==> config.mk <==
export PLATFORM = sky130hd
export DESIGN_NAME = conv_window_ctrl
export DESIGN_NICKNAME = d
export VERILOG_FILES = /design/src/rtl/conv_window_ctrl.sv
export SDC_FILE = /design/constraint.sdc
export NUM_CORES = 1
export LEC_CHECK = 0
export BUFFER_PORTS_ARGS = -buffer_cell sky130_fd_sc_hd__buf_2
export CELL_PAD_IN_SITES_DETAIL_PLACEMENT = 1
export CELL_PAD_IN_SITES_GLOBAL_PLACEMENT = 2
export CORE_UTILIZATION = 37
export DETAILED_ROUTE_END_ITERATION = 8
export HOLD_SLACK_MARGIN = 0.02
export PLACE_DENSITY_LB_ADDON = 0.1
export SYNTH_ARGS = -nofsm -noshare
export SYNTH_HDL_FRONTEND = slang
export SYNTH_SLANG_ARGS = --single-unit
==> constraint.sdc <==
create_clock -name i_clk -period 5.9 [get_ports i_clk]
set_input_delay 0.295 -clock i_clk [delete_from_list [all_inputs] [get_ports i_clk]]
set_output_delay 0.295 -clock i_clk [all_outputs]
set_load 0.05 [all_outputs]
==> src/rtl/conv_window_ctrl.sv <==
// Convolution window sequencer: slides a KxK window over an SRAM image and accumulates pixel*weight sums.
// Optional build macro CONV_WINDOW_SAT_EN clamps each reported window sum to the pixel range.
`timescale 1ns/1ps
module conv_window_ctrl #(
  parameter int KERNEL_SIZE     = 3,
  parameter int DATA_WIDTH      = 8,
  parameter int IMG_WIDTH       = 8,
  parameter int IMG_HEIGHT      = 8,
  parameter int SRAM_ADDR_WIDTH = 6,
  parameter int ACC_WIDTH       = 20,
  localparam int KIDX_W = (KERNEL_SIZE > 1) ? $clog2(KERNEL_SIZE * KERNEL_SIZE) : 1
) (
  input  logic                       i_clk,
  input  logic                       i_rst,
  input  logic                       i_start,
  output logic                       o_busy,
  output logic                       o_sram_en,
  output logic [SRAM_ADDR_WIDTH-1:0] o_sram_addr,
  input  logic [DATA_WIDTH-1:0]      i_sram_data,
  output logic [KIDX_W-1:0]          o_kernel_idx,
  input  logic [DATA_WIDTH-1:0]      i_kernel_data,
  output logic [ACC_WIDTH-1:0]       o_result,
  output logic                       o_result_valid,
  input  logic                       i_result_ready,
  output logic                       o_done
);

  localparam int OUT_W = IMG_WIDTH - KERNEL_SIZE + 1;
  localparam int OUT_H = IMG_HEIGHT - KERNEL_SIZE + 1;
  localparam int KC_W  = (KERNEL_SIZE > 1) ? $clog2(KERNEL_SIZE) : 1;
  localparam int RC_W  = $clog2(((OUT_W > OUT_H) ? OUT_W : OUT_H) + 1);

  localparam logic [KC_W-1:0] K_LAST   = KC_W'(KERNEL_SIZE - 1);
  localparam logic [RC_W-1:0] COL_LAST = RC_W'(OUT_W - 1);
  localparam logic [RC_W-1:0] ROW_LAST = RC_W'(OUT_H - 1);

  typedef enum logic [2:0] {S_IDLE, S_FETCH, S_DRAIN, S_OUTPUT, S_DONE} state_t;

  state_t                     state_q;
  logic [RC_W-1:0]            row_q, col_q;
  logic [KC_W-1:0]            kr_q, kc_q;
  logic [KIDX_W-1:0]          kidx_q;
  logic [SRAM_ADDR_WIDTH-1:0] addr_q;
  logic [ACC_WIDTH-1:0]       acc_q, result_q;
  logic                       busy_q, sram_en_q, valid_q, done_q;

  logic [2*DATA_WIDTH-1:0]    prod_d;
  logic [ACC_WIDTH-1:0]       sum_d;
  logic [KC_W-1:0]            kr_d, kc_d;
  logic [RC_W-1:0]            row_d, col_d;
  logic                       last_tap_d, last_win_d;

  function automatic logic [SRAM_ADDR_WIDTH-1:0] pix_addr(
    input logic [RC_W-1:0] r, input logic [RC_W-1:0] c,
    input logic [KC_W-1:0] dr, input logic [KC_W-1:0] dc);
    int unsigned a;
    a = (32'(r) + 32'(dr)) * 32'(IMG_WIDTH) + 32'(c) + 32'(dc);
    return a[SRAM_ADDR_WIDTH-1:0];
  endfunction

  function automatic logic [ACC_WIDTH-1:0] clamp_result(input logic [ACC_WIDTH-1:0] sum);
`ifdef CONV_WINDOW_SAT_EN
    logic [ACC_WIDTH-1:0] lim;
    lim = ACC_WIDTH'({DATA_WIDTH{1'b1}});
    return (sum > lim) ? lim : sum;
`else
    return sum;
`endif
  endfunction

  always_comb begin
    prod_d     = {{DATA_WIDTH{1'b0}}, i_sram_data} * {{DATA_WIDTH{1'b0}}, i_kernel_data};
    sum_d      = acc_q + ACC_WIDTH'(prod_d);
    last_tap_d = (kr_q == K_LAST) && (kc_q == K_LAST);
    last_win_d = (row_q == ROW_LAST) && (col_q == COL_LAST);
    kc_d       = (kc_q == K_LAST) ? '0 : kc_q + KC_W'(1);
    kr_d       = (kc_q == K_LAST) ? kr_q + KC_W'(1) : kr_q;
    col_d      = (col_q == COL_LAST) ? '0 : col_q + RC_W'(1);
    row_d      = (col_q == COL_LAST) ? row_q + RC_W'(1) : row_q;
  end

  always_ff @(posedge i_clk) begin
    if (i_rst) begin
      state_q   <= S_IDLE;
      row_q     <= '0;
      col_q     <= '0;
      kr_q      <= '0;
      kc_q      <= '0;
      kidx_q    <= '0;
      addr_q    <= '0;
      acc_q     <= '0;
      result_q  <= '0;
      busy_q    <= 1'b0;
      sram_en_q <= 1'b0;
      valid_q   <= 1'b0;
      done_q    <= 1'b0;
    end else begin
      case (state_q)
        S_IDLE: if (i_start) begin
          state_q   <= S_FETCH;
          row_q     <= '0;
          col_q     <= '0;
          kr_q      <= '0;
          kc_q      <= '0;
          kidx_q    <= '0;
          addr_q    <= '0;
          acc_q     <= '0;
          busy_q    <= 1'b1;
          sram_en_q <= 1'b1;
        end
        S_FETCH: begin
          // Read data lags its address by one cycle, so the first tap has nothing to add yet.
          if (kidx_q != '0) acc_q <= sum_d;
          if (last_tap_d) begin
            state_q   <= S_DRAIN;
            sram_en_q <= 1'b0;
          end else begin
            kr_q   <= kr_d;
            kc_q   <= kc_d;
            kidx_q <= kidx_q + KIDX_W'(1);
            addr_q <= pix_addr(row_q, col_q, kr_d, kc_d);
          end
        end
        S_DRAIN: begin
          acc_q    <= sum_d;
          result_q <= clamp_result(sum_d);
          valid_q  <= 1'b1;
          state_q  <= S_OUTPUT;
        end
        S_OUTPUT: if (i_result_ready) begin
          valid_q <= 1'b0;
          if (last_win_d) begin
            done_q  <= 1'b1;
            state_q <= S_DONE;
          end else begin
            row_q     <= row_d;
            col_q     <= col_d;
            kr_q      <= '0;
            kc_q      <= '0;
            kidx_q    <= '0;
            acc_q     <= '0;
            addr_q    <= pix_addr(row_d, col_d, '0, '0);
            sram_en_q <= 1'b1;
            state_q   <= S_FETCH;
          end
        end
        S_DONE: begin
          done_q  <= 1'b0;
          busy_q  <= 1'b0;
          state_q <= S_IDLE;
        end
        default: state_q <= S_IDLE;
      endcase
    end
  end

  assign o_busy         = busy_q;
  assign o_sram_en      = sram_en_q;
  assign o_sram_addr    = addr_q;
  assign o_kernel_idx   = kidx_q;
  assign o_result       = result_q;
  assign o_result_valid = valid_q;
  assign o_done         = done_q;

endmodule
==> impl_metrics.yaml, run 1 <==
run_status:
  status: "finished, final reports clean"
layout:
  final_cell_mix: "inv_1 (113), nand2_1 (86), dfxtp_1 (67)"
  layout_commonest_cell: "inv_1"
  n_antenna_cell: 0
  layout.nets: 884
  utilization_pct: 43.4
  drive_above_1_share_pct: 11.3
  area_delta_synth_final_pct: 13.2
setup_path:
  crit_path_end_kind: "flip-flop"
  path_cells: "inv_1 > fa_1 > inv_1 > fa_1 > fa_1 > inv_1 > fa_1 > inv_1 > ha_1 > a21oi_1 > nand2_1 > o21ai_0 > nand4_1 > a32o_1"
  crit_slowest_cell: "o21ai_0"
  cp.required_ns: 6.14
  critPathCapture: "acc_q[16]"
  ff2ff_path_depth: 14
  reg2reg_from: "acc_q[7]"
  cp-start-kind: "flip-flop"
  crit_type: "flip-flop to flip-flop"
  worstPathMaxFanout: 7
  crit_start: "acc_q[7]"
  reg2reg_to: "acc_q[16]"
  arrival_ns: 4.88
  critical-path-max-stage-delay_ns: 0.66
  r2r_slack_ns: 1.26
synthesis:
  synth_top_area_share_pct: 22.7
  syn_nets: 847
  async_reset_ff_share_pct: 0
  synth-edff-count: 0
  ys_types: 57
  synth_top_area_cell: "dfxtp_1"
  ys.flop_type: "dfxtp_1"
  ys_seq_area_share_pct: 22.7
  syn_area_per_cell_sq_um: 8.15
  synth_area_sq_um: 5920
  synthTopCellsByArea: "dfxtp_1 (23%), fa_1 (18%), ha_1 (10%), inv_1 (7.2%), nand2_1 (5.5%)"
  syn_inst: 726
  synth-seq-cells: 67
  ys_warn_count: 0
die:
  die_x_microns: 128
  initial_core_util_pct: 38.4
  core_sq_um: 15400
  fp.dieArea_sq_um: 16500
  rows: 45
  ios: 54
  die_y_microns: 128
timing:
  tns_ns: 0
  worst_pin_slew_ns: 1.00
  fmax_ghz: 0.216
  final_hold_viol_count: 0
  fin_crit_sh_pct: 78.6
  rsz0062_at_grt: "false"
  final-max-slew-violation-count: 0
  clock_skew_ns: 0.00788
  setup_viol: 0
  max_slew_margin_pct: 32.7
  period_needed_ns: 4.64
global_routing:
  antenna_found_initial: 0
  grt_max_degree: 67
  grt_pass1_wl_mm: 27.8
  grt_use_total_pct: 21.7
  grt_pass1_vias: 5450
  grt_overflow: 0
drt:
  routed_via_density: 5.30
  post-route-drc-count: 0
  wl_per_cell_microns: 16.8
  drt_first_pass_iters: 5
  dr.first_iter.drc_count: 179
  vias: 5190
  route.antenna.remaining_nets: 0
  wirelength_mm: 16.5
power:
  ir_drop_mv: 0.177
  p_leak_nw: 2.97
  powerDensity_nw_per_um2: 295
cts:
  cts_root_buf: "clkbuf_16"
  clock_latency_ns: 0.34
  cts_hold_buf: 0
  cts_resized: 0
  cts_buffer_depth: 2
  clkTransAtPathRegs_ns: 0.06
  ctsHtreeMaxLevel: 3
  clkSinkCount: 67
  cts_buffers: 9
  cts_tree: "yes"
  cts_setup_buffers: 0
placed_design:
  dp_hpwl_mm: 13.0
  io_buffers: 53
  routabilityCongestion: 0.801
min_path:
  hold_path_class: "input pin to flip-flop"
run:
  maxCapViolCount: 0
-- metal layers --
metal / track usage, % / part of all wire (%)
met1: 28.8 / 48
met2: 37.0 / 48
met3: 3.41 / 2.4
met5: 0 / 0
met4: 5.33 / 1.1
-- layout make-up --
| type | instances | area, sq um |
|---|---|---|
| clock buffer | 10 | 239 |
| clock inverter | 6 | 111 |
| fill | 1894 | 8730 |
| inverter | 113 | 424 |
| multi-input combinational | 516 | 4030 |
| sequential | 67 | 1340 |
| tap | 211 | 264 |
| timing repair buffer | 56 | 288 |
-- cell families after synthesis --
family                   after synthesis  synth area share (%)
AND/OR/NAND/NOR                      251                  21.0
AO/OA/AOI/OAI                        148                  16.6
buffers and inverters                143                  9.24
adder cells (fa/ha/maj)              101                  28.0
flip-flops                            67                  22.7
XOR/XNOR                              10                  1.48
multiplexers                           6                  1.06
-- state kept, by name, summed over array words and instances (netlist names), 3 cells and up --
| signal | cells |
|---|---|
| o_sram_addr | 6 |
| col_q | 3 |
| o_kernel_idx | 4 |
| o_result | 20 |
| row_q | 3 |
| acc_q | 20 |
| state_q | 3 |
-- through the flow --
stage          hold slack (ns)  instance area (sq um)  total power [mW]  cells  worst slack (ns)
6_report                 0.210                   6700              1.97    979              1.26
5_1_grt                  0.219                   6700              2.14    979              1.06
4_1_cts                  0.206                   6700              2.00    979              1.30
3_5_place_dp             0.447                   6350              1.35    963              1.01
3_3_place_gp             0.443                   6350              1.32    963              1.11
2_1_floorplan            0.414                   5920              1.12    726              1.62
-- cells in the mapped netlist, types with 2 or more instances --
cell         n
a211oi_1     5
a21o_1       2
a21oi_1     51
a221oi_1     3
a22o_1       2
a22oi_1     11
a311oi_1     2
a31o_2       2
a31oi_1      4
a32o_1       3
a32oi_1      3
and2_1      30
and3b_1      2
buf_1        2
buf_2        7
clkbuf_1    20
dfxtp_1     67
fa_1        52
ha_1        49
inv_1      113
mux2_2       2
mux2i_1      4
nand2_1     86
nand2b_1     6
nand3_1     17
nand3b_1    10
nand4_1     12
nor2_1      43
nor2b_1      6
nor3_1       9
nor3b_1      3
nor4_1       2
o2111ai_1    4
o211ai_1    14
o21a_1       5
o21ai_0     21
o21ai_2      2
o21bai_1     2
o221ai_1     2
or2_2        4
or3_1       16
or4_1        3
xnor2_1      5
xor2_1       5
-- critical path: cells and delay by family, from the launching register on --
kind                     cells  cell delay, ns
AO/OA/AOI/OAI                3            1.24
adder cells (fa/ha/maj)      5            2.44
buffers and inverters        4            0.22
flip-flops                   1            0.32
AND/OR/NAND/NOR              2            0.31
-- worst min path at each step --
stage | start | endpoint | slack, ns | cells after the start
6_report | i_result_ready | state_q[1] | 0.21 | 2
5_1_grt | i_result_ready | state_q[1] | 0.22 | 2
4_1_cts | i_result_ready | state_q[1] | 0.21 | 2
3_5_place_dp | o_sram_addr[2] | o_sram_addr[2] | 0.45 | 2
3_3_place_gp | o_result[3] | o_result[3] | 0.44 | 2
2_1_floorplan | i_result_ready | state_q[1] | 0.41 | 1
-- power breakdown --
| part | total, mW | leakage, nW | internal (mW) | switching (mW) |
|---|---|---|---|---|
| clock | 0.640 | 0.169 | 0.425 | 0.215 |
| combinational | 0.860 | 2.26 | 0.296 | 0.564 |
| sequential | 0.473 | 0.541 | 0.463 | 0.00962 |
No activity file was read; power rests on OpenSTA's default activity.
==> run 2, diff against run 1 <==
--- a/config.mk
+++ b/config.mk
@@ -8,7 +8,7 @@
 export BUFFER_PORTS_ARGS = -buffer_cell sky130_fd_sc_hd__buf_2
 export CELL_PAD_IN_SITES_DETAIL_PLACEMENT = 1
 export CELL_PAD_IN_SITES_GLOBAL_PLACEMENT = 2
-export CORE_UTILIZATION = 37
+export CORE_UTILIZATION = 33
 export DETAILED_ROUTE_END_ITERATION = 8
 export HOLD_SLACK_MARGIN = 0.02
 export PLACE_DENSITY_LB_ADDON = 0.1
==> constraint.sdc (replaced) <==
create_clock -name i_clk -period 3.85 [get_ports i_clk]
set_input_delay 0.1925 -clock i_clk [delete_from_list [all_inputs] [get_ports i_clk]]
set_output_delay 0.1925 -clock i_clk [all_outputs]
set_load 0.05 [all_outputs]
==> run 2 against run 1 <==
Net effect: the flow now finishes with violations (setup timing); clock skew grew 0.0019 ns; hold slack lost 0.094 ns; via count grew 4.5%; critical endpoint is now acc_q[14]; largest power group unchanged.
==> impl_metrics.yaml, run 2 (same netlist as run 1, synthesis figures left out) <==
power:
  comb_power_share_pct: 59.5
  power_mw: 3.74
  internal_power_mw: 2.16
  power_frac_clock_pct: 21.1
  pwr-share-seq_pct: 19.4
  p_sw_mw: 1.58
  ir_drop_mv: 0.238
  powerDensity_nw_per_um2: 497
  switching_share_pct: 42.3
  p_leak_nw: 3.23
layout:
  n_antenna_cell: 0
  drive_above_1_share_pct: 25.6
  final_cell_mix: "inv_1 (105), nand2_1 (81), dfxtp_1 (64)"
  layout_commonest_cell: "inv_1"
  layout.nets: 933
  fillerInstances: 2066
  area_delta_synth_final_pct: 27.3
die:
  rows: 48
  die_y_microns: 136
  initial_core_util_pct: 34.0
  core_sq_um: 17400
  die_x_microns: 136
  ios: 54
  fp.dieArea_sq_um: 18500
drt:
  drt_first_pass_iters: 4
  dr.first_iter.drc_count: 192
  vias: 5426
  routed_via_density: 5.21
  post-route-drc-count: 0
  wirelength_mm: 17.6
  route.antenna.remaining_nets: 0
  wl_per_cell_microns: 16.9
setup_path:
  critical-path-max-stage-delay_ns: 0.57
  arrival_ns: 4.17
  cp-start-kind: "flip-flop"
  cp.required_ns: 4.07
  worstPathMaxFanout: 5
  critPathMostFrequentCell: "fa_1"
  crit_type: "flip-flop to flip-flop"
  crit_slowest_cell: "fa_1"
  crit_path_end_kind: "flip-flop"
  path_cells: "inv_2 > fa_1 > inv_1 > fa_1 > fa_1 > inv_2 > fa_1 > inv_2 > ha_4 > a21oi_4 > o21ai_4 > o21ba_4 > or3_1 > a32o_1"
placed_design:
  dp_hpwl_mm: 13.9
  routabilityCongestion: 0.825
  io_buffers: 53
global_routing:
  met2_usage_pct: 33.4
  grt_pass1_vias: 5777
  grt_overflow: 0
  top_usage_layer: "met2"
  grtUsageMet3_pct: 2.95
  grt_max_degree: 48
  grt_pass1_wl_mm: 29.2
  antenna_found_initial: 0
  grtUsageMet1_pct: 28.3
  grt_use_total_pct: 20.2
cts:
  cts_buffers: 9
  cts_tree: "yes"
  clock_latency_ns: 0.33
  ctsHtreeMaxLevel: 3
  clkSinkCount: 67
  clkTransAtPathRegs_ns: 0.06
  cts_hold_buf: 0
  cts_buffer_depth: 2
  cts_root_buf: "clkbuf_16"
timing:
  holdWs_ns: 0.116
  fin_ws_ns: -0.107
  max_slew_margin_pct: 30.7
  final_hold_viol_count: 0
  setup_viol: 11
  clock_skew_ns: 0.00979
  worst_pin_slew_ns: 1.03
  final-max-slew-violation-count: 0
  period_needed_ns: 3.96
  fin_crit_sh_pct: 103
  rsz0062_at_grt: "true"
  fmax_ghz: 0.253
run:
  maxCapViolCount: 0
run_status:
  status: "finished, violations left"
  violations: "setup timing"
min_path:
  hold_path_class: "input pin to flip-flop"
-- run 2: worst paths after layout --
path / slack (ns) / start / depth (start not counted) / end
worst max-delay path: -0.11 / acc_q[7] / 14 / acc_q[14]
worst min-delay path: 0.12 / i_result_ready / 2 / state_q[1]
worst max register to register: -0.11 / acc_q[7] / 14 / acc_q[14]
worst min register to register: 0.46 / o_result[1] / 2 / o_result[1]
-- run 2: per-layer routing --
metal / wire length (microns) / share of wire [%] / up-vias
met2: 8460 / 48 / 74
met3: 539 / 3.1 / 8
met5: 0 / 0 / -
li1: - / - / 2602
met4: 135 / 0.77 / 0
met1: 8490 / 48 / 2742
-- run 2: cell type report --
type | instances | area [sq um] | share of cell area, %
clock buffers | 10 | 239 | 3.17
clock inverters | 6 | 48.8 | 0.648
inverters | 113 | 424 | 5.63
multi-input cells | 516 | 4510 | 59.9
flip-flops and latches | 67 | 1350 | 17.9
well taps | 225 | 282 | 3.74
repair buffers | 105 | 678 | 9.01
-- run 2: power groups by stage --
stage                     Clock [mW]  Combinational, mW  Sequential (mW)
after global placement             0               1.73            0.740
after CTS                      0.818               2.00            0.725
final                          0.791               2.22            0.725
after floorplan                    0               1.16            0.749
after detailed placement           0               1.75            0.741
after global routing           0.845               2.48            0.728
-- run 2: stage by stage --
stage | utilization [%] | setup WS, ns | std cells | TNS [ns] | instance area [sq um]
after floorplan | - | -0.0782 | 726 | -0.0782 | 6030
final | 43.2 | -0.107 | 1042 | -0.597 | 7530
after CTS | 41.8 | -0.101 | 1039 | -0.232 | 7280
after global routing | 43.2 | -0.290 | 1042 | -4.23 | 7530
after global placement | 38.9 | -0.464 | 1019 | -7.69 | 6780
after detailed placement | 38.9 | -0.531 | 1019 | -9.13 | 6780
-- run 2: critical path, delay by kind of cell (launching register included) --
| kind | cells | cell delay (ns) |
|---|---|---|
| adder cells (fa/ha/maj) | 5 | 2.25 |
| AO/OA/AOI/OAI | 4 | 0.78 |
| AND/OR/NAND/NOR | 1 | 0.31 |
| buffers and inverters | 4 | 0.19 |
| flip-flops | 1 | 0.33 |
-- run 2: timing repair --
action,in CTS,in global routing
setup buffers,5,4
pin swaps,22,27
resized for setup,40,50
cloned,0,0
endpoints found under the setup margin,24,26
==> run 3, diff against run 2 <==
--- a/config.mk
+++ b/config.mk
@@ -5,10 +5,11 @@
 export SDC_FILE = /design/constraint.sdc
 export NUM_CORES = 1
 export LEC_CHECK = 0
+export ABC_AREA = 1
 export BUFFER_PORTS_ARGS = -buffer_cell sky130_fd_sc_hd__buf_2
 export CELL_PAD_IN_SITES_DETAIL_PLACEMENT = 1
 export CELL_PAD_IN_SITES_GLOBAL_PLACEMENT = 2
-export CORE_UTILIZATION = 33
+export CORE_UTILIZATION = 31
 export DETAILED_ROUTE_END_ITERATION = 8
 export HOLD_SLACK_MARGIN = 0.02
 export PLACE_DENSITY_LB_ADDON = 0.1
==> run 3 against run 2 <==
Net effect: the run now ends clean; critical endpoint is now o_result[10]; sequential share of layout area increased by 0.41 points; critical path depth grew 3; synthesized area up 1.6%; sequential power is 18% higher; global-route usage fell by 1.8 points; cell count increased by 17%.
==> impl_metrics.yaml, run 3 <==
global_routing:
  grt_use_total_pct: 18.5
  met2_usage_pct: 32.0
  grtUsageMet1_pct: 23.9
  top_usage_layer: "met2"
  grt_overflow: 0
  antenna_found_initial: 0
  grt_max_degree: 39
  grt_pass1_vias: 5754
  grtUsageMet3_pct: 2.28
  grt_pass1_wl_mm: 28.8
cts:
  cts_hold_buf: 0
  clkSinkCount: 67
  cts_buffers: 9
  cts_tree: "yes"
  clkTransAtPathRegs_ns: 0.06
  cts_buffer_depth: 2
  ctsHtreeMaxLevel: 3
  clock_latency_ns: 0.34
  cts_root_buf: "clkbuf_16"
synthesis:
  ys_seq_area_share_pct: 22.3
  synthTopCellsByArea: "dfxtp_1 (22%), nand2_1 (18%), fa_1 (17%), inv_1 (12%), ha_1 (10%)"
  ys_types: 32
  ys.flop_type: "dfxtp_1"
  ys_warn_count: 0
  synth_top_area_share_pct: 22.3
  synth_area_sq_um: 6010
  syn_inst: 881
  syn_area_per_cell_sq_um: 6.82
  synth_top_area_cell: "dfxtp_1"
  syn_nets: 1002
  yosys.cell_count.top_type: "nand2_1"
  synth-edff-count: 0
  synthTopCellsByCount: "nand2_1 (282), inv_1 (200), dfxtp_1 (67)"
  synth-seq-cells: 67
  async_reset_ff_share_pct: 0
timing:
  final_hold_viol_count: 0
  fmax_ghz: 0.265
  setup_viol: 0
  final-max-slew-violation-count: 0
  worst_pin_slew_ns: 0.991
  period_needed_ns: 3.78
  clock_skew_ns: 0.00915
  max_slew_margin_pct: 33.7
  tns_ns: 0
  fin_ws_ns: 0.0745
  rsz0062_at_grt: "true"
  fin_crit_sh_pct: 98.1
layout:
  n_antenna_cell: 0
  final_cell_mix: "nand2_1 (253), inv_1 (196), dfxtp_1 (64)"
  fillerInstances: 2384
  layout.nets: 1073
  area_delta_synth_final_pct: 22.5
  layout_commonest_cell: "nand2_1"
  drive_above_1_share_pct: 18.9
setup_path:
  critical-path-max-stage-delay_ns: 0.53
  critPathMostFrequentCell: "fa_1"
  cp.required_ns: 4.09
  crit_start: "acc_q[7]"
  path_cells: "inv_2 > fa_1 > inv_1 > fa_1 > fa_1 > inv_2 > fa_1 > inv_2 > ha_4 > nand2_1 > nand2_2 > a21oi_2 > nand2_2 > buf_6 > xor2_4 > o21bai_1 > inv_1"
  crit_type: "flip-flop to flip-flop"
  crit_slowest_cell: "fa_1"
  cp-start-kind: "flip-flop"
  crit_path_end_kind: "flip-flop"
  reg2reg_from: "acc_q[7]"
  arrival_ns: 4.01
  ff2ff_path_depth: 17
  worstPathMaxFanout: 4
die:
  core_sq_um: 18800
  rows: 50
  fp.dieArea_sq_um: 20000
  ios: 54
  initial_core_util_pct: 31.9
  die_y_microns: 141
  die_x_microns: 141
min_path:
  hold_path_class: "input pin to flip-flop"
  min_path_cells: 3
  min_from: "i_start"
run_status:
  status: "finished, final reports clean"
placed_design:
  io_buffers: 53
  dpl_worst_slack_ns: -0.404
  dp_hpwl_mm: 14.1
  routabilityCongestion: 0.786
drt:
  vias: 5372
  drt_first_pass_iters: 4
  wirelength_mm: 17.0
  route.antenna.remaining_nets: 0
  post-route-drc-count: 0
  wl_per_cell_microns: 14.0
  dr.first_iter.drc_count: 125
  routed_via_density: 4.41
run:
  maxCapViolCount: 0
power:
  p_leak_nw: 4.02
  powerDensity_nw_per_um2: 715
  ir_drop_mv: 0.298
run 3: cell type report:
| class | instances | area, sq um | area share, % |
|---|---|---|---|
| well taps | 260 | 325 | 4.42 |
| multi-input cells | 574 | 4010 | 54.5 |
| inverters | 204 | 766 | 10.4 |
| repair buffers | 96 | 619 | 8.41 |
| clock buffers | 10 | 229 | 3.11 |
| flip-flops and latches | 67 | 1350 | 18.3 |
| clock inverters | 6 | 66.3 | 0.901 |
run 3: per-stage QoR:
step | instance area, sq um | instances | hold WS, ns | power (mW) | utilization [%]
CTS | 7120 | 1215 | 0.0923 | 4.86 | 37.8
detailed placement | 6770 | 1199 | 0.455 | 3.84 | 36.0
global route | 7360 | 1217 | 0.143 | 5.78 | 39.1
global placement | 6770 | 1199 | 0.448 | 3.77 | 36.0
floorplan | 6010 | 881 | 0.337 | 2.70 | -
finish | 7360 | 1217 | 0.109 | 5.26 | 39.1
run 3: final timing paths:
kind	slack (ns)	end
min	0.11	o_busy
min reg2reg	0.46	o_sram_addr[5]
max reg2reg	0.07	o_result[10]
max	0.07	o_result[10]
run 3: critical path, delay by kind of cell, from the launching register on:
family | cells | cell delay [ns]
and+or+nand+nor | 3 | 0.26
adders and majority gates | 5 | 2.22
AOI/OAI and AO/OA | 2 | 0.26
xor gates and xnor gates | 1 | 0.19
DFF | 1 | 0.33
buffers and inverters | 6 | 0.38
run 3: cell families (layout without fill, tap and decap cells):
logic type | after synthesis | after routing | share of synthesized area [%]
buf+inv | 240 | 316 | 15.3
flops | 67 | 67 | 22.3
compound gates | 89 | 89 | 8.41
simple gates | 374 | 374 | 25.0
fa+ha+maj | 101 | 101 | 27.5
xor+xnor | 10 | 10 | 1.46
run 3: routing by layer:
layer / vias up / share of wire [%]
met3: 12 / 1.8
met1: 2554 / 48
met2: 50 / 49
met4: 0 / 1.5
li1: 2756 / -
met5: - / 0
run 3: report_power, final:
| part | total, mW | switching (mW) | internal, mW |
|---|---|---|---|
| combinational | 3.58 | 2.08 | 1.50 |
| sequential | 0.853 | 0.0677 | 0.785 |
| clock | 0.835 | 0.333 | 0.501 |
run 3: timing repair:
action,in CTS,in global routing
pin swaps,7,38
gates resized for setup,14,59
cloned,0,0
endpoints found under the setup margin,23,25
buffers inserted,0,2
